$ cat src/rtl/vga_timing_pkg.sv
// Shared raster geometry, counter width and text-grid constants for the 800x600 display path.
package vga_timing_pkg;

    localparam int CNT_W = 11;

    localparam int H_VISIBLE_DEF = 800;
    localparam int H_FP_DEF      = 56;
    localparam int H_SYNC_DEF    = 120;
    localparam int H_BP_DEF      = 64;
    localparam int V_VISIBLE_DEF = 600;
    localparam int V_FP_DEF      = 37;
    localparam int V_SYNC_DEF    = 6;
    localparam int V_BP_DEF      = 23;

    localparam int H_TOTAL_DEF = H_VISIBLE_DEF + H_FP_DEF + H_SYNC_DEF + H_BP_DEF;
    localparam int V_TOTAL_DEF = V_VISIBLE_DEF + V_FP_DEF + V_SYNC_DEF + V_BP_DEF;

    localparam int FONTHLEN = 16;
    localparam int FONTVLEN = 32;
    localparam int HCHAR    = 50;
    localparam int VCHAR    = 18;

    typedef logic [CNT_W-1:0] cnt_t;

    // True when c lies in [lo, lo+len-1].
    function automatic logic in_window(input cnt_t c, input int lo, input int len);
        return (int'(c) >= lo) && (int'(c) < lo + len);
    endfunction

endpackage

$ cat src/rtl/wrap_counter.sv
// Enabled modulo-(MAX+1) counter; wrap is high on the enabled cycle that returns count to 0.
module wrap_counter #(
    parameter int WIDTH = 11,
    parameter int MAX   = 1039
) (
    input  logic             clk,
    input  logic             RSTn,
    input  logic             en,
    output logic [WIDTH-1:0] count,
    output logic             wrap
);

    logic [WIDTH-1:0] count_reg;

    assign wrap  = en && (count_reg == WIDTH'(MAX));
    assign count = count_reg;

    always_ff @(posedge clk or negedge RSTn) begin
        if (!RSTn) begin
            count_reg <= '0;
        end else if (en) begin
            count_reg <= wrap ? '0 : count_reg + WIDTH'(1);
        end
    end

endmodule

$ cat src/rtl/vga_timing.sv
// Raster timing generator: pixel/line counters with sync, visible-area flags and line/frame markers.
module vga_timing
    import vga_timing_pkg::*;
#(
    parameter int H_VISIBLE = H_VISIBLE_DEF,
    parameter int H_FP      = H_FP_DEF,
    parameter int H_SYNC    = H_SYNC_DEF,
    parameter int H_BP      = H_BP_DEF,
    parameter int V_VISIBLE = V_VISIBLE_DEF,
    parameter int V_FP      = V_FP_DEF,
    parameter int V_SYNC    = V_SYNC_DEF,
    parameter int V_BP      = V_BP_DEF,
    parameter bit SYNC_POL  = 1'b1
) (
    input  logic             clk,
    input  logic             RSTn,
    input  logic             pix_en,
    output logic [CNT_W-1:0] hcnt,
    output logic [CNT_W-1:0] vcnt,
    output logic             hvalid,
    output logic             vvalid,
    output logic             hsync,
    output logic             vsync,
    output logic             line_start,
    output logic             frame_start
);

    localparam int H_TOTAL = H_VISIBLE + H_FP + H_SYNC + H_BP;
    localparam int V_TOTAL = V_VISIBLE + V_FP + V_SYNC + V_BP;

    generate
        if (H_TOTAL > 2048 || V_TOTAL > 2048) begin : g_geom_check
            $error("vga_timing: H_TOTAL and V_TOTAL must not exceed 2048");
        end
    endgenerate

    logic h_wrap;
    logic v_wrap;
    cnt_t hcnt_next;
    cnt_t vcnt_next;

    logic hvalid_reg;
    logic vvalid_reg;
    logic hsync_reg;
    logic vsync_reg;
    logic line_start_reg;
    logic frame_start_reg;

    wrap_counter #(
        .WIDTH (CNT_W),
        .MAX   (H_TOTAL - 1)
    ) u_hcnt (
        .clk   (clk),
        .RSTn  (RSTn),
        .en    (pix_en),
        .count (hcnt),
        .wrap  (h_wrap)
    );

    // h_wrap already includes pix_en, so it is the vertical step enable.
    wrap_counter #(
        .WIDTH (CNT_W),
        .MAX   (V_TOTAL - 1)
    ) u_vcnt (
        .clk   (clk),
        .RSTn  (RSTn),
        .en    (h_wrap),
        .count (vcnt),
        .wrap  (v_wrap)
    );

    // Values the counters will hold after an enabled step; flags decode these so they
    // land in the same clock as the counters.
    assign hcnt_next = h_wrap ? '0 : hcnt + CNT_W'(1);
    assign vcnt_next = v_wrap ? '0 : vcnt + CNT_W'(1);

    always_ff @(posedge clk or negedge RSTn) begin
        if (!RSTn) begin
            hvalid_reg      <= 1'b1;
            vvalid_reg      <= 1'b1;
            hsync_reg       <= ~SYNC_POL;
            vsync_reg       <= ~SYNC_POL;
            line_start_reg  <= 1'b0;
            frame_start_reg <= 1'b0;
        end else begin
            line_start_reg  <= h_wrap;
            frame_start_reg <= v_wrap;
            if (pix_en) begin
                hvalid_reg <= int'(hcnt_next) < H_VISIBLE;
                hsync_reg  <= in_window(hcnt_next, H_VISIBLE + H_FP, H_SYNC) ? SYNC_POL : ~SYNC_POL;
            end
            if (h_wrap) begin
                vvalid_reg <= int'(vcnt_next) < V_VISIBLE;
                vsync_reg  <= in_window(vcnt_next, V_VISIBLE + V_FP, V_SYNC) ? SYNC_POL : ~SYNC_POL;
            end
        end
    end

    assign hvalid      = hvalid_reg;
    assign vvalid      = vvalid_reg;
    assign hsync       = hsync_reg;
    assign vsync       = vsync_reg;
    assign line_start  = line_start_reg;
    assign frame_start = frame_start_reg;

endmodule

$ cat config.mk
export PLATFORM = sky130hd
export DESIGN_NAME = vga_timing
export DESIGN_NICKNAME = d
export VERILOG_FILES = /design/src/rtl/vga_timing_pkg.sv /design/src/rtl/wrap_counter.sv /design/src/rtl/vga_timing.sv
export SDC_FILE = /design/constraint.sdc
export NUM_CORES = 1
export LEC_CHECK = 0
export CAP_MARGIN = 20
export CORE_MARGIN = 8
export CORE_UTILIZATION = 58
export DETAILED_ROUTE_END_ITERATION = 10
export HOLD_SLACK_MARGIN = 0.15
export PLACE_DENSITY = 0.91
export REMOVE_ABC_BUFFERS = 1
export SKIP_LAST_GASP = 1
export SYNTH_ARGS = -nofsm -noshare
export SYNTH_HDL_FRONTEND = slang
export SYNTH_HIERARCHICAL = 1
export SYNTH_SLANG_ARGS = --single-unit
export TNS_END_PERCENT = 1
$ cat constraint.sdc
create_clock -name clk -period 4.6 [get_ports clk]
set_clock_uncertainty 0.05 [all_clocks]
set_input_delay 1.15 -clock clk [delete_from_list [all_inputs] [get_ports clk]]
set_output_delay 1.15 -clock clk [all_outputs]
set_load 0.02 [all_outputs]
# [Yosys cells after proc, flatten, opt, wreduce, memory -nomap -nowiden]
# Cells that the tools add are included.
[word_totals] ff_bits=28 wordCells=26 ram_bits=0 latchBits=0 memories=0 rom_bits=0 out_inout_bits=28 input_bits=3
[classes] mux=4 n_addsub=2 n_eq_ne=2 bitwise=0 multipliers=0 n_shift=0 div=0 reduce_logical=4 n_lt_le_gt_ge=6
[op_table] cell="less-than comparator 11 x 10 -> 1 bit, second input constant" count=4
[op_table] cell="adder 11 x 1 -> 11 bit, second input constant" count=2
[op_table] cell=">= comparator 11 x 10 -> 1 bit, second input constant" count=2
[op_table] cell="two-way mux 11 bit" count=2
[op_table] cell="equality test 11 x 10 -> 1 bit, second input constant" count=1
[op_table] cell="equality test 11 bit, second input constant" count=1
[op_table] cell="logical AND 1 bit" count=4
[op_table] cell="two-way mux 1 bit" count=2

# [Logic depth before layout (Yosys ltp)]
# Gate-level depths: netlist of run 1.
[logic_depth] ltp_word=7 depth_mapped=11 ltp_nobuf=10

# [Modules after synthesis]
# Netlist of run 1, hierarchy kept.
[by_module_without_submodules] mod="vga_timing" instances=1 area_per_inst_um2=887.1 cells_per_inst=117 seq_area_each_um2=152.6
[by_module_without_submodules] mod="wrap_counter at u_vcnt" instances=1 area_per_inst_um2=579.3 cells_per_inst=54 seq_area_each_um2=275.3
[by_module_without_submodules] mod="wrap_counter at u_hcnt" instances=1 area_per_inst_um2=556.8 cells_per_inst=51 seq_area_each_um2=275.3

# [Worst setup path before layout of run 1]
# No wires, ideal clock.
[synth_timing] path_type="input port to flip-flop" startpoint="in pix_en" endpoint="reg vsync_reg (netlist: vsync)" path_slack_ns=1.091 setup_ns=0.122 required_ns=4.428 t_arrival_ns=3.338 path_stages=11 path_cell_list="buf_6 -> nand4_1 -> nor4_4 -> buf_4 -> nand4bb_1 -> nor4_4 -> nor3b_1 -> o211ai_1 -> or4b_1 -> o31ai_1 -> a32o_1"
[synth_via] elab_chain_cells=6 word_cells_on_any_way=7 cone_classes="2 x order compare; 2 x mux; 3 x reduce/logical"
[synth_lines] element="from (decl)" line="vga_timing.sv:17" source="input logic pix_en,"
[synth_lines] element="logical AND 1 bit (*)" line="wrap_counter.sv:15" source="assign wrap = en && (count_reg == WIDTH'(MAX));"
[synth_lines] element="via h_wrap" line="vga_timing.sv:37" source="logic h_wrap;"
[synth_lines] element="logical AND 1 bit (*)" line="wrap_counter.sv:15"
[synth_lines] element="via v_wrap" line="vga_timing.sv:38" source="logic v_wrap;"
[synth_lines] element="two-way mux 11 bit (*)" line="vga_timing.sv:75" source="assign vcnt_next = v_wrap ? '0 : vcnt + CNT_W'(1);"
[synth_lines] element=">= comparator 11 x 10 -> 1 bit or less-than comparator 11 x 10 -> 1 bit (tied branches)" line="vga_timing_pkg.sv:27" source="return (int'(c) >= lo) && (int'(c) < lo + len);"
[synth_lines] element="logical AND 1 bit (*)" line="vga_timing_pkg.sv:27"
[synth_lines] element="two-way mux 1 bit (*)" line="vga_timing.sv:94" source="vsync_reg <= in_window(vcnt_next, V_VISIBLE + V_FP, V_SYNC) ? SYNC_POL : ~SYNC_POL;"
[synth_lines] element="to (signal assigned)" line="vga_timing.sv:82" source="vsync_reg <= ~SYNC_POL;"
[synth_lines] element="to (signal assigned)" line="vga_timing.sv:94"
[synth_lines] element="to (decl)" line="vga_timing.sv:45" source="logic vsync_reg;"
# Mark *: on every way through the listed nets, which the timed path passes. The rest lies on a longest branch.
# A chain may end at the register's enable or synchronous reset.

# [Final worst setup path of run 1]
# Ends and elaborated chain as after synthesis.

==> results.toml, run 1 <==
[pwr]
power_leakage_nw = 0.934
report.power.total_mw = 0.740
worst_ir_drop_vdd_mv = 0.265
power.density_cell_area_nw_per_um2 = 309

[global_route]
grt_pass1_vias = 1840
global_route.usage.met3 = 0.0160
total_grt_usage = 0.197
groute.layer.met2.usage = 0.342
grt_start_max_net_pins = 29
antenna_found_initial = 0
globalRouteOverflowTotal = 0
wire_length_of_the_first_global_routing_pass_mm = 8.81
grt.met1_usage = 0.248
top_usage_layer = "met2"

[finish]
antenna_cells = 0
syn2layout_area_growth_pct = 18.1
finish.net_count = 261
final-seq-area_sq_um = 703
nFillCells = 264
multi_input_comb_area_sq_um = 1250
post_route_cells_drive_above_1_share = 0.0952

[flow_run]
drv_cap = 0

[worst_setup_path]
worstPathRequired_ps = 4780
critical_path.cell_chain = "clkdlybuf4s50_1 -> nand4_1 -> nor4_4 -> nand4bb_1 -> nor4_4 -> nor3b_1 -> o211ai_1 -> or4b_1 -> o31ai_1 -> a32o_1"
critPathMostFrequentCell = "sky130_fd_sc_hd__nor4_4"
r2r_end = "vsync"
reg2regPathDepth = 9
crit_path_top_delay_cell = "sky130_fd_sc_hd__clkdlybuf4s50_1"
reg2reg_from = "u_hcnt/count[5]"
largest_incremental_delay_on_the_critical_path_ps = 760
crit_fanout = 12
endpoint_kind = "flop"
criticalPathCategory = "primary input to flop"
timing.reg2reg.setup_slack_ps = 1650
critPathArrivalTime_ps = 3820
cp-start-kind = "primary input"

[route]
detail_route.vias_per_cell = 6.52
vias = 1942
remaining_drc_errors = 0
drt_iter0_markers = 212
detail_route.wl_per_cell_um = 18.0
detail-route-antenna-nets = 0
drt_pre_antenna_iters = 5
routed_wirelength_mm = 5.36

[place]
dp_hpwl_mm = 3.70
portBuffers = 30
globalplace.congestion = 0.901

[yosys]
synth_async_sr_flop_share = 1.00
netlist_instances = 222
synthDistinctLibCells = 59
post_synth_mux_area_share = 0.0124
synth_seq_cells = 28
synth_enable_flop_cells = 0
synth_adder_area_share = 0.0309
synth_warnings = 6
postSynth.topFlopCell = "sky130_fd_sc_hd__dfrtp_1"
synth.avg_cell_area_sq_um = 9.11
synth_area_sq_um = 2020
synthSimpleGateAreaFrac = 0.308
dominant_combinational_cell_family_by_area_after_synthesis = "simple AND/OR/NAND/NOR gates"
synth_compound_area_frac = 0.144
synth_seq_area_share = 0.348
synth_xor_xnor_area_share = 0.121

[cts]
cts-hold-fix-buffers = 0
cts_made_buffers = 3
cts_buffer_depth = 2
worstSkewPairLatency_ps = 330
cts_repair_resize_count = 0
h-tree-depth = 1
cts.clk_slew.worst_paths_ps = 160
clockRootBuffer = "sky130_fd_sc_hd__clkbuf_4"
postCtsSetupRepairBufs = 0
tritoncts = "yes"
clock_sinks = 28

[floorplan]
die_area_sq_um = 5630
boundaryPins = 31
die_h_um = 75.1
initial_utilization = 0.606
die_width_um = 75.1
placeableCoreArea_sq_um = 3340
num_rows = 21

[timing]
final_max_slew_viol_count = 0
achievable-frequency_mhz = 275
final-hold-violation-count = 0
final_min_period_over_clock_period = 0.791
final-setup-viol-count = 0
rsz0062_at_grt = "false"
fin_setup_tns_ps = 0
finalCriticalPeriod_ps = 3640
worst_pin_slew_ps = 565
hold-worst-slack_ps = 462
max_slew_margin = 0.623

[min_path]
worst_hold_path_type = "flop to flop"
min_to = "hvalid"
holdCritStartpoint = "hvalid"
whs_path_depth = 2

[run_status]
run_status = "completed"
cells in the final DEF, fill, tap and decap left out, types with 3 or more instances in the layout:
master / synthesis / routed
sky130_fd_sc_hd__dfrtp_1: 26 / 26
sky130_fd_sc_hd__o21ai_0: 9 / 9
sky130_fd_sc_hd__ha_1: 5 / 5
sky130_fd_sc_hd__or3_1: 3 / 3
sky130_fd_sc_hd__nand2b_1: 6 / 6
sky130_fd_sc_hd__nand2_1: 19 / 19
sky130_fd_sc_hd__buf_4: 1 / 3
sky130_fd_sc_hd__nor3_1: 5 / 5
sky130_fd_sc_hd__nand3_1: 14 / 14
sky130_fd_sc_hd__nand4_1: 11 / 11
sky130_fd_sc_hd__o22ai_1: 4 / 4
sky130_fd_sc_hd__clkdlybuf4s50_1: 0 / 30
sky130_fd_sc_hd__xnor2_1: 9 / 9
sky130_fd_sc_hd__clkbuf_4: 0 / 3
sky130_fd_sc_hd__o211ai_1: 3 / 3
sky130_fd_sc_hd__inv_1: 6 / 6
sky130_fd_sc_hd__a21oi_1: 9 / 9
sky130_fd_sc_hd__nor2_1: 16 / 16
sky130_fd_sc_hd__and3_1: 5 / 5
sky130_fd_sc_hd__a31oi_1: 3 / 3
sky130_fd_sc_hd__xor2_1: 19 / 19
kinds of logic (layout without fill, tap and decap cells):
family          after synthesis  in the layout
compound gates               43             43
fa+ha+maj                     5              5
simple gates                103            103
buf+inv                      13             43
xor+xnor                     28             28
mux                           2              2
flops                        28             28
synthesized netlist by cell type (2+ instances only):
| cell type | instances | area share |
|---|---|---|
| sky130_fd_sc_hd__inv_1 | 6 | 0.011 |
| sky130_fd_sc_hd__o31ai_1 | 2 | 0.0074 |
| sky130_fd_sc_hd__a32o_1 | 2 | 0.0099 |
| sky130_fd_sc_hd__a31oi_1 | 3 | 0.0093 |
| sky130_fd_sc_hd__buf_2 | 2 | 0.0049 |
| sky130_fd_sc_hd__ha_1 | 5 | 0.031 |
| sky130_fd_sc_hd__nor2_1 | 16 | 0.030 |
| sky130_fd_sc_hd__and3_1 | 5 | 0.015 |
| sky130_fd_sc_hd__nor3_1 | 5 | 0.012 |
| sky130_fd_sc_hd__or4b_1 | 2 | 0.0099 |
| sky130_fd_sc_hd__clkbuf_1 | 2 | 0.0037 |
| sky130_fd_sc_hd__xnor2_1 | 9 | 0.039 |
| sky130_fd_sc_hd__or3_1 | 3 | 0.0093 |
| sky130_fd_sc_hd__a21oi_1 | 9 | 0.022 |
| sky130_fd_sc_hd__nor4_4 | 2 | 0.021 |
| sky130_fd_sc_hd__nand4_1 | 11 | 0.034 |
| sky130_fd_sc_hd__nand2b_1 | 6 | 0.019 |
| sky130_fd_sc_hd__xor2_1 | 19 | 0.082 |
| sky130_fd_sc_hd__dfrtp_1 | 26 | 0.32 |
| sky130_fd_sc_hd__nor3b_1 | 2 | 0.0074 |
| sky130_fd_sc_hd__and4_1 | 2 | 0.0087 |
| sky130_fd_sc_hd__nand3_1 | 14 | 0.035 |
| sky130_fd_sc_hd__o22ai_1 | 4 | 0.012 |
| sky130_fd_sc_hd__o21ai_0 | 9 | 0.022 |
| sky130_fd_sc_hd__o211ai_1 | 3 | 0.011 |
| sky130_fd_sc_hd__dfstp_2 | 2 | 0.026 |
| sky130_fd_sc_hd__nand2_1 | 19 | 0.035 |
worst max path at each step:
stage          startpoint    end  slack, ps  depth (start not counted)
5_1_grt            pix_en  vsync        870                         10
6_report           pix_en  vsync        960                         10
4_1_cts            pix_en  vsync       1050                         10
3_5_place_dp       pix_en  vsync        690                         10
3_3_place_gp       pix_en  vsync        900                         10
2_1_floorplan      pix_en  vsync       1140                          9
report_power, final:
part | total (mW) | internal [mW] | switching (mW)
Sequential | 0.372 | 0.273 | 0.0995
Combinational | 0.247 | 0.116 | 0.131
Clock | 0.120 | 0.0484 | 0.0719
through the flow:
stage	instances	setup WS, ps	utilization	instance area [sq um]
after detailed placement	294	685	0.705	2350
after floorplan	215	1140	-	1970
after global placement	294	903	0.705	2350
final	298	960	0.716	2390
after global routing	298	868	0.716	2390
after CTS	298	1050	0.716	2390
final cells by class:
cell class / count / share of cell area
clock buffer: 4 / 0.0152
inverter: 6 / 0.00942
multi-input combinational: 181 / 0.522
sequential: 28 / 0.294
tap: 46 / 0.0241
timing repair buffer: 33 / 0.135
layer usage:
layer	share of wire	up-vias
met5	0	-
met4	0.017	0
met3	0.063	15
met2	0.51	93
met1	0.41	948
li1	-	886
critical path: cells and delay by family:
family / cells / cell delay [ps]
buffers and inverters: 1 / 760
AND/OR/NAND/NOR: 6 / 1500
AO/OA/AOI/OAI: 3 / 410
No activity file was read; power rests on OpenSTA's default activity.
==> run 2: changes to the inputs <==
--- a/config.mk
+++ b/config.mk
@@ -7,10 +7,10 @@
 export LEC_CHECK = 0
 export CAP_MARGIN = 20
 export CORE_MARGIN = 8
-export CORE_UTILIZATION = 58
+export CORE_UTILIZATION = 54
 export DETAILED_ROUTE_END_ITERATION = 10
 export HOLD_SLACK_MARGIN = 0.15
-export PLACE_DENSITY = 0.91
+export PLACE_DENSITY = 0.86
 export REMOVE_ABC_BUFFERS = 1
 export SKIP_LAST_GASP = 1
 export SYNTH_ARGS = -nofsm -noshare
==> constraint.sdc (replaced) <==
create_clock -name clk -period 3.7 [get_ports clk]
set_clock_uncertainty 0.05 [all_clocks]
set_input_delay 0.925 -clock clk [delete_from_list [all_inputs] [get_ports clk]]
set_output_delay 0.925 -clock clk [all_outputs]
set_load 0.02 [all_outputs]
==> results.toml, run 2 (synthesized netlist as in run 1, its figures left out) <==
[run_status]
run_status = "completed"

[timing]
fin_setup_tns_ps = 0
worst_pin_slew_ps = 497
max_slew_margin = 0.669
final_min_period_over_clock_period = 0.798
final_max_slew_viol_count = 0
final-hold-violation-count = 0
rsz0062_at_grt = "false"
final-setup-viol-count = 0
finalCriticalPeriod_ps = 2950
achievable-frequency_mhz = 339

[global_route]
grt_start_max_net_pins = 29
antenna_found_initial = 0
globalRouteOverflowTotal = 0
grt_pass1_vias = 1748
total_grt_usage = 0.156
wire_length_of_the_first_global_routing_pass_mm = 7.92

[finish]
syn2layout_area_growth_pct = 20.3
most_common_cell_after_layout_fill_and_taps_aside = "sky130_fd_sc_hd__clkdlybuf4s50_1"
post_route_cells_drive_above_1_share = 0.0988
antenna_cells = 0
most_frequent_cells_in_the_layout = "30 x sky130_fd_sc_hd__clkdlybuf4s50_1, 26 x sky130_fd_sc_hd__dfrtp_1, 19 x sky130_fd_sc_hd__nand2_1, 19 x sky130_fd_sc_hd__xor2_1, 16 x sky130_fd_sc_hd__nor2_1"
finalInstanceArea_sq_um = 2430
finish.net_count = 262

[cts]
cts_buffer_depth = 2
cts_made_buffers = 3
clock_sinks = 28
cts-hold-fix-buffers = 0
postCtsSetupRepairBufs = 0
cts_repair_resize_count = 0
h-tree-depth = 1
worstSkewPairLatency_ps = 280
cts.clk_slew.worst_paths_ps = 100
clockRootBuffer = "sky130_fd_sc_hd__clkbuf_8"
tritoncts = "yes"

[worst_setup_path]
reg2regPathDepth = 9
crit_path_buffers_inverters = 1
criticalPathCategory = "primary input to flop"
timing.reg2reg.setup_slack_ps = 890
r2r_end = "vsync"
crit_path_top_delay_cell = "sky130_fd_sc_hd__clkdlybuf4s50_1"
cp-start-kind = "primary input"
critPathArrivalTime_ps = 3080
critical-path-top-delay-family = "simple AND/OR/NAND/NOR gates"
worstPathRequired_ps = 3830
endpoint_kind = "flop"
critical_path.cell_chain = "clkdlybuf4s50_1 -> nand4_1 -> nor4_4 -> nand4bb_1 -> nor4_4 -> nor3b_1 -> o211ai_1 -> or4b_1 -> o31ai_1 -> a32o_1"
crit_fanout = 6
largest_incremental_delay_on_the_critical_path_ps = 480
reg2reg_from = "u_hcnt/count[6]"
critPathMostFrequentCell = "sky130_fd_sc_hd__nor4_4"

[route]
wl_met3_um = 144
vias = 1834
drt_pre_antenna_iters = 4
met1Wirelength_mm = 2.18
drt_iter0_markers = 112
detail_route.wl_per_cell_um = 15.9
met2WireLength_mm = 2.40
detail_route.vias_per_cell = 6.09
routed_wirelength_mm = 4.78
detail-route-antenna-nets = 0
top_signal_layer_used = "met4"
remaining_drc_errors = 0

[floorplan]
die_area_sq_um = 5960
die_h_um = 77.2
die_width_um = 77.2
num_rows = 22
initial_utilization = 0.557
boundaryPins = 31
placeableCoreArea_sq_um = 3630

[min_path]
holdCritStartpoint = "hvalid"
worst_hold_path_type = "flop to flop"
min_to = "hvalid"
whs_path_depth = 2

[place]
placed_area_sq_um = 2360
portBuffers = 30
dp_hpwl_mm = 3.28
globalplace.congestion = 0.904

[flow_run]
drv_cap = 0

[pwr]
power.density_cell_area_nw_per_um2 = 406
worst_ir_drop_vdd_mv = 0.264
power_leakage_nw = 0.953
[run 2: power breakdown]
part / leakage, nW / internal [mW] / switching [mW] / total (mW)
clock: 0.0357 / 0.145 / 0.100 / 0.245
combinational: 0.549 / 0.143 / 0.150 / 0.294
sequential: 0.369 / 0.339 / 0.110 / 0.449
total: 0.953 / 0.628 / 0.361 / 0.989
[run 2: layout make-up]
cell class | instances | area (sq um)
Timing Repair Buffer | 34 | 330
Tap cell | 48 | 60.1
Inverter | 6 | 22.5
Sequential cell | 28 | 703
Clock inverter | 1 | 30.0
Clock buffer | 3 | 41.3
Multi-Input combinational cell | 181 | 1250
Fill cell | 311 | 1200
[run 2: worst reg2reg max path, stage by stage (launching register included)]
cell and delay [ps]:
sky130_fd_sc_hd__dfrtp_1 530, sky130_fd_sc_hd__or4b_4 600, sky130_fd_sc_hd__nor4_4 240, sky130_fd_sc_hd__nand4bb_1 180, sky130_fd_sc_hd__nor4_4 450, sky130_fd_sc_hd__nor3b_1 100
sky130_fd_sc_hd__o211ai_1 100, sky130_fd_sc_hd__or4b_1 140, sky130_fd_sc_hd__o31ai_1 70, sky130_fd_sc_hd__a32o_1 260
[run 2: per-stage QoR]
stage          setup slack [ps]  instances  hold slack, ps  power [mW]   util
6_report                    748        301             439       0.989  0.670
5_1_grt                     570        301             450        1.04  0.670
4_1_cts                     752        301             439       0.993  0.670
3_5_place_dp                488        297             423       0.746  0.650
3_3_place_gp                566        297             427       0.738  0.650
2_1_floorplan               391        215             467       0.612      -
[run 2: worst max path at each step]
| stage | end | start | slack (ps) | cells after the start |
|---|---|---|---|---|
| 3_3_place_gp | vsync | pix_en | 570 | 10 |
| 2_1_floorplan | vsync | u_hcnt/count[6] | 390 | 9 |
| 3_5_place_dp | vsync | pix_en | 490 | 10 |
| 4_1_cts | vsync | pix_en | 750 | 10 |
| 5_1_grt | vsync | pix_en | 570 | 10 |
| 6_report | vsync | pix_en | 750 | 10 |
[run 2: layer usage]
layer	vias up	global-route usage
met1	900	0.189
li1	887	-
met4	0	0.0528
met2	42	0.270
met3	5	0.0268
met5	-	0
==> run 3: changes to the inputs <==
--- a/config.mk
+++ b/config.mk
@@ -7,10 +7,10 @@
 export LEC_CHECK = 0
 export CAP_MARGIN = 20
 export CORE_MARGIN = 8
-export CORE_UTILIZATION = 54
+export CORE_UTILIZATION = 49
 export DETAILED_ROUTE_END_ITERATION = 10
 export HOLD_SLACK_MARGIN = 0.15
-export PLACE_DENSITY = 0.86
+export PLACE_DENSITY = 0.82
 export REMOVE_ABC_BUFFERS = 1
 export SKIP_LAST_GASP = 1
 export SYNTH_ARGS = -nofsm -noshare
==> constraint.sdc (replaced) <==
create_clock -name clk -period 2.7 [get_ports clk]
set_clock_uncertainty 0.05 [all_clocks]
set_input_delay 0.675 -clock clk [delete_from_list [all_inputs] [get_ports clk]]
set_output_delay 0.675 -clock clk [all_outputs]
set_load 0.02 [all_outputs]
==> results.toml, run 3 (synthesized netlist as in run 1, its figures left out) <==
[global_route]
wire_length_of_the_first_global_routing_pass_mm = 8.49
grt.met1_usage = 0.210
total_grt_usage = 0.162
grt_start_max_net_pins = 29
top_usage_layer = "met2"
globalRouteOverflowTotal = 0
global_route.usage.met3 = 0.0212
groute.layer.met2.usage = 0.268
grt_pass1_vias = 1813
antenna_found_initial = 0

[pwr]
power.share.clock = 0.193
p_sw_mw = 0.505
power_switching_share = 0.371
report.power.total_mw = 1.36
power.combinational.fraction = 0.441
cell_internal_pwr_mw = 0.855
power_leakage_nw = 1.03
worst_ir_drop_vdd_mv = 0.604
seq_power_share = 0.367
power.density_cell_area_nw_per_um2 = 533

[finish]
finish.net_count = 279
nFillCells = 325
syn2layout_area_growth_pct = 26.2
most_common_cell_after_layout_fill_and_taps_aside = "sky130_fd_sc_hd__clkdlybuf4s50_1"
post_route_cells_drive_above_1_share = 0.156
most_frequent_cells_in_the_layout = "30 x sky130_fd_sc_hd__clkdlybuf4s50_1, 26 x sky130_fd_sc_hd__dfrtp_1, 20 x sky130_fd_sc_hd__buf_4"
finish.cell_count_without_fillers = 320
antenna_cells = 0

[place]
globalplace.congestion = 0.913
dp_hpwl_mm = 3.66
numPlacedInstances = 316
portBuffers = 30
pre_cts_ws_ps = -232

[cts]
cts_made_buffers = 3
tritoncts = "yes"
cts_buffer_depth = 2
worstSkewPairLatency_ps = 270
postCtsSetupRepairBufs = 0
cts.clk_slew.worst_paths_ps = 90
clock_sinks = 28
clockRootBuffer = "sky130_fd_sc_hd__clkbuf_8"
h-tree-depth = 1

[worst_setup_path]
cp-start-kind = "primary input"
worstPathRequired_ps = 2860
critical_path.cell_chain = "clkdlybuf4s50_1 -> nand4_1 -> nor4_4 -> nand4bb_1 -> nor4_4 -> buf_6 -> a31oi_1 -> o31ai_1 -> a32o_1"
critPathArrivalTime_ps = 2660
criticalPathCategory = "primary input to flop"
endpoint_kind = "flop"
timing.reg2reg.setup_slack_ps = 260
reg2reg_from = "u_hcnt/count[5]"
largest_incremental_delay_on_the_critical_path_ps = 480
critPathMostFrequentCell = "sky130_fd_sc_hd__nor4_4"
reg2regPathDepth = 8
crit_path_top_delay_cell = "sky130_fd_sc_hd__clkdlybuf4s50_1"
crit_fanout = 11
crit_path_buffers_inverters = 2
r2r_end = "vsync"
critical-path-top-delay-family = "simple AND/OR/NAND/NOR gates"

[timing]
final-hold-violation-count = 0
layout_setup_ws_ps = 203
finalCriticalPeriod_ps = 2500
hold-worst-slack_ps = 459
final-setup-viol-count = 0
worst_pin_slew_ps = 477
final_min_period_over_clock_period = 0.925
achievable-frequency_mhz = 400
rsz0062_at_grt = "false"
final_max_slew_viol_count = 0
max_slew_margin = 0.682

[floorplan]
initial_utilization = 0.506
die_area_sq_um = 6440
die_width_um = 80.3
num_rows = 23
die_h_um = 80.3
boundaryPins = 31
placeableCoreArea_sq_um = 4000

[min_path]
min_to = "hvalid"
worst_hold_path_type = "flop to flop"
whs_path_depth = 2
holdCritStartpoint = "hvalid"

[route]
detail_route.vias_per_cell = 5.89
detail-route-antenna-nets = 0
drt_iter0_markers = 211
routed_wirelength_mm = 5.20
remaining_drc_errors = 0
detail_route.wl_per_cell_um = 16.2
drt_pre_antenna_iters = 4
vias = 1886

[flow_run]
drv_cap = 0

[run_status]
run_status = "completed"
-- run 3: cell count changes in the layout (fill, tap and decap cells not counted) --
cell | previous run | this run
sky130_fd_sc_hd__buf_4 | 4 | 20
sky130_fd_sc_hd__buf_6 | 0 | 1
sky130_fd_sc_hd__bufinv_16 | 1 | 0
sky130_fd_sc_hd__clkbuf_8 | 3 | 4
-- run 3: area by class of cell --
type / instances / area, sq um / share of cell area
timing repair buffer: 51 / 462 / 0.181
tap: 50 / 62.6 / 0.0245
clock buffer: 4 / 55.1 / 0.0216
multi-input combinational: 181 / 1250 / 0.489
inverter: 6 / 22.5 / 0.00882
sequential: 28 / 703 / 0.275
-- run 3: worst register-to-register path, cell delays in order, from the launching register on --
cell                        delay (ps)
sky130_fd_sc_hd__dfrtp_1           390
sky130_fd_sc_hd__or4b_4            570
sky130_fd_sc_hd__nor4_4            240
sky130_fd_sc_hd__nand4bb_1         190
sky130_fd_sc_hd__nor4_4            230
sky130_fd_sc_hd__buf_6             200
sky130_fd_sc_hd__a31oi_1            50
sky130_fd_sc_hd__o31ai_1           260
sky130_fd_sc_hd__a32o_1            200
-- run 3: how the worst max path moves through the flow --
stage                                from  endpoint  slack (ps)  depth (start not counted)
after global routing               pix_en     vsync          20                         10
after detailed placement           pix_en     vsync        -230                          9
final                              pix_en     vsync         200                          9
after global placement             pix_en     vsync        -140                          9
after CTS                          pix_en     vsync          60                          9
after floorplan           u_hcnt/count[6]     vsync        -610                          9
-- run 3: repair_timing --
action / CTS / global route
setup endpoints to repair: 0 / 2
hold buffers: 0 / 0
gates resized for setup: 0 / 1
-- run 3: power groups by stage --
stage          clock (mW)  sequential (mW)  combinational, mW
6_report            0.262            0.499              0.599
5_1_grt             0.288            0.503              0.649
4_1_cts             0.270            0.499              0.595
3_5_place_dp            0            0.506              0.593
3_3_place_gp            0            0.504              0.583
2_1_floorplan           0            0.639              0.199
-- run 3: layer usage --
metal / vias up / part of all wire / wire (um)
met4: 0 / 0.0088 / 46
li1: 920 / - / -
met1: 920 / 0.45 / 2340
met3: 4 / 0.044 / 228
met5: - / 0 / 0
met2: 42 / 0.50 / 2580
-- run 3: metrics by stage --
step | setup TNS, ps | area, sq um | utilization
after floorplan | -1970 | 1970 | -
after global placement | -322 | 2490 | 0.623
after detailed placement | -527 | 2490 | 0.623
after CTS | 0 | 2550 | 0.637
after global routing | 0 | 2550 | 0.638
final | 0 | 2550 | 0.638
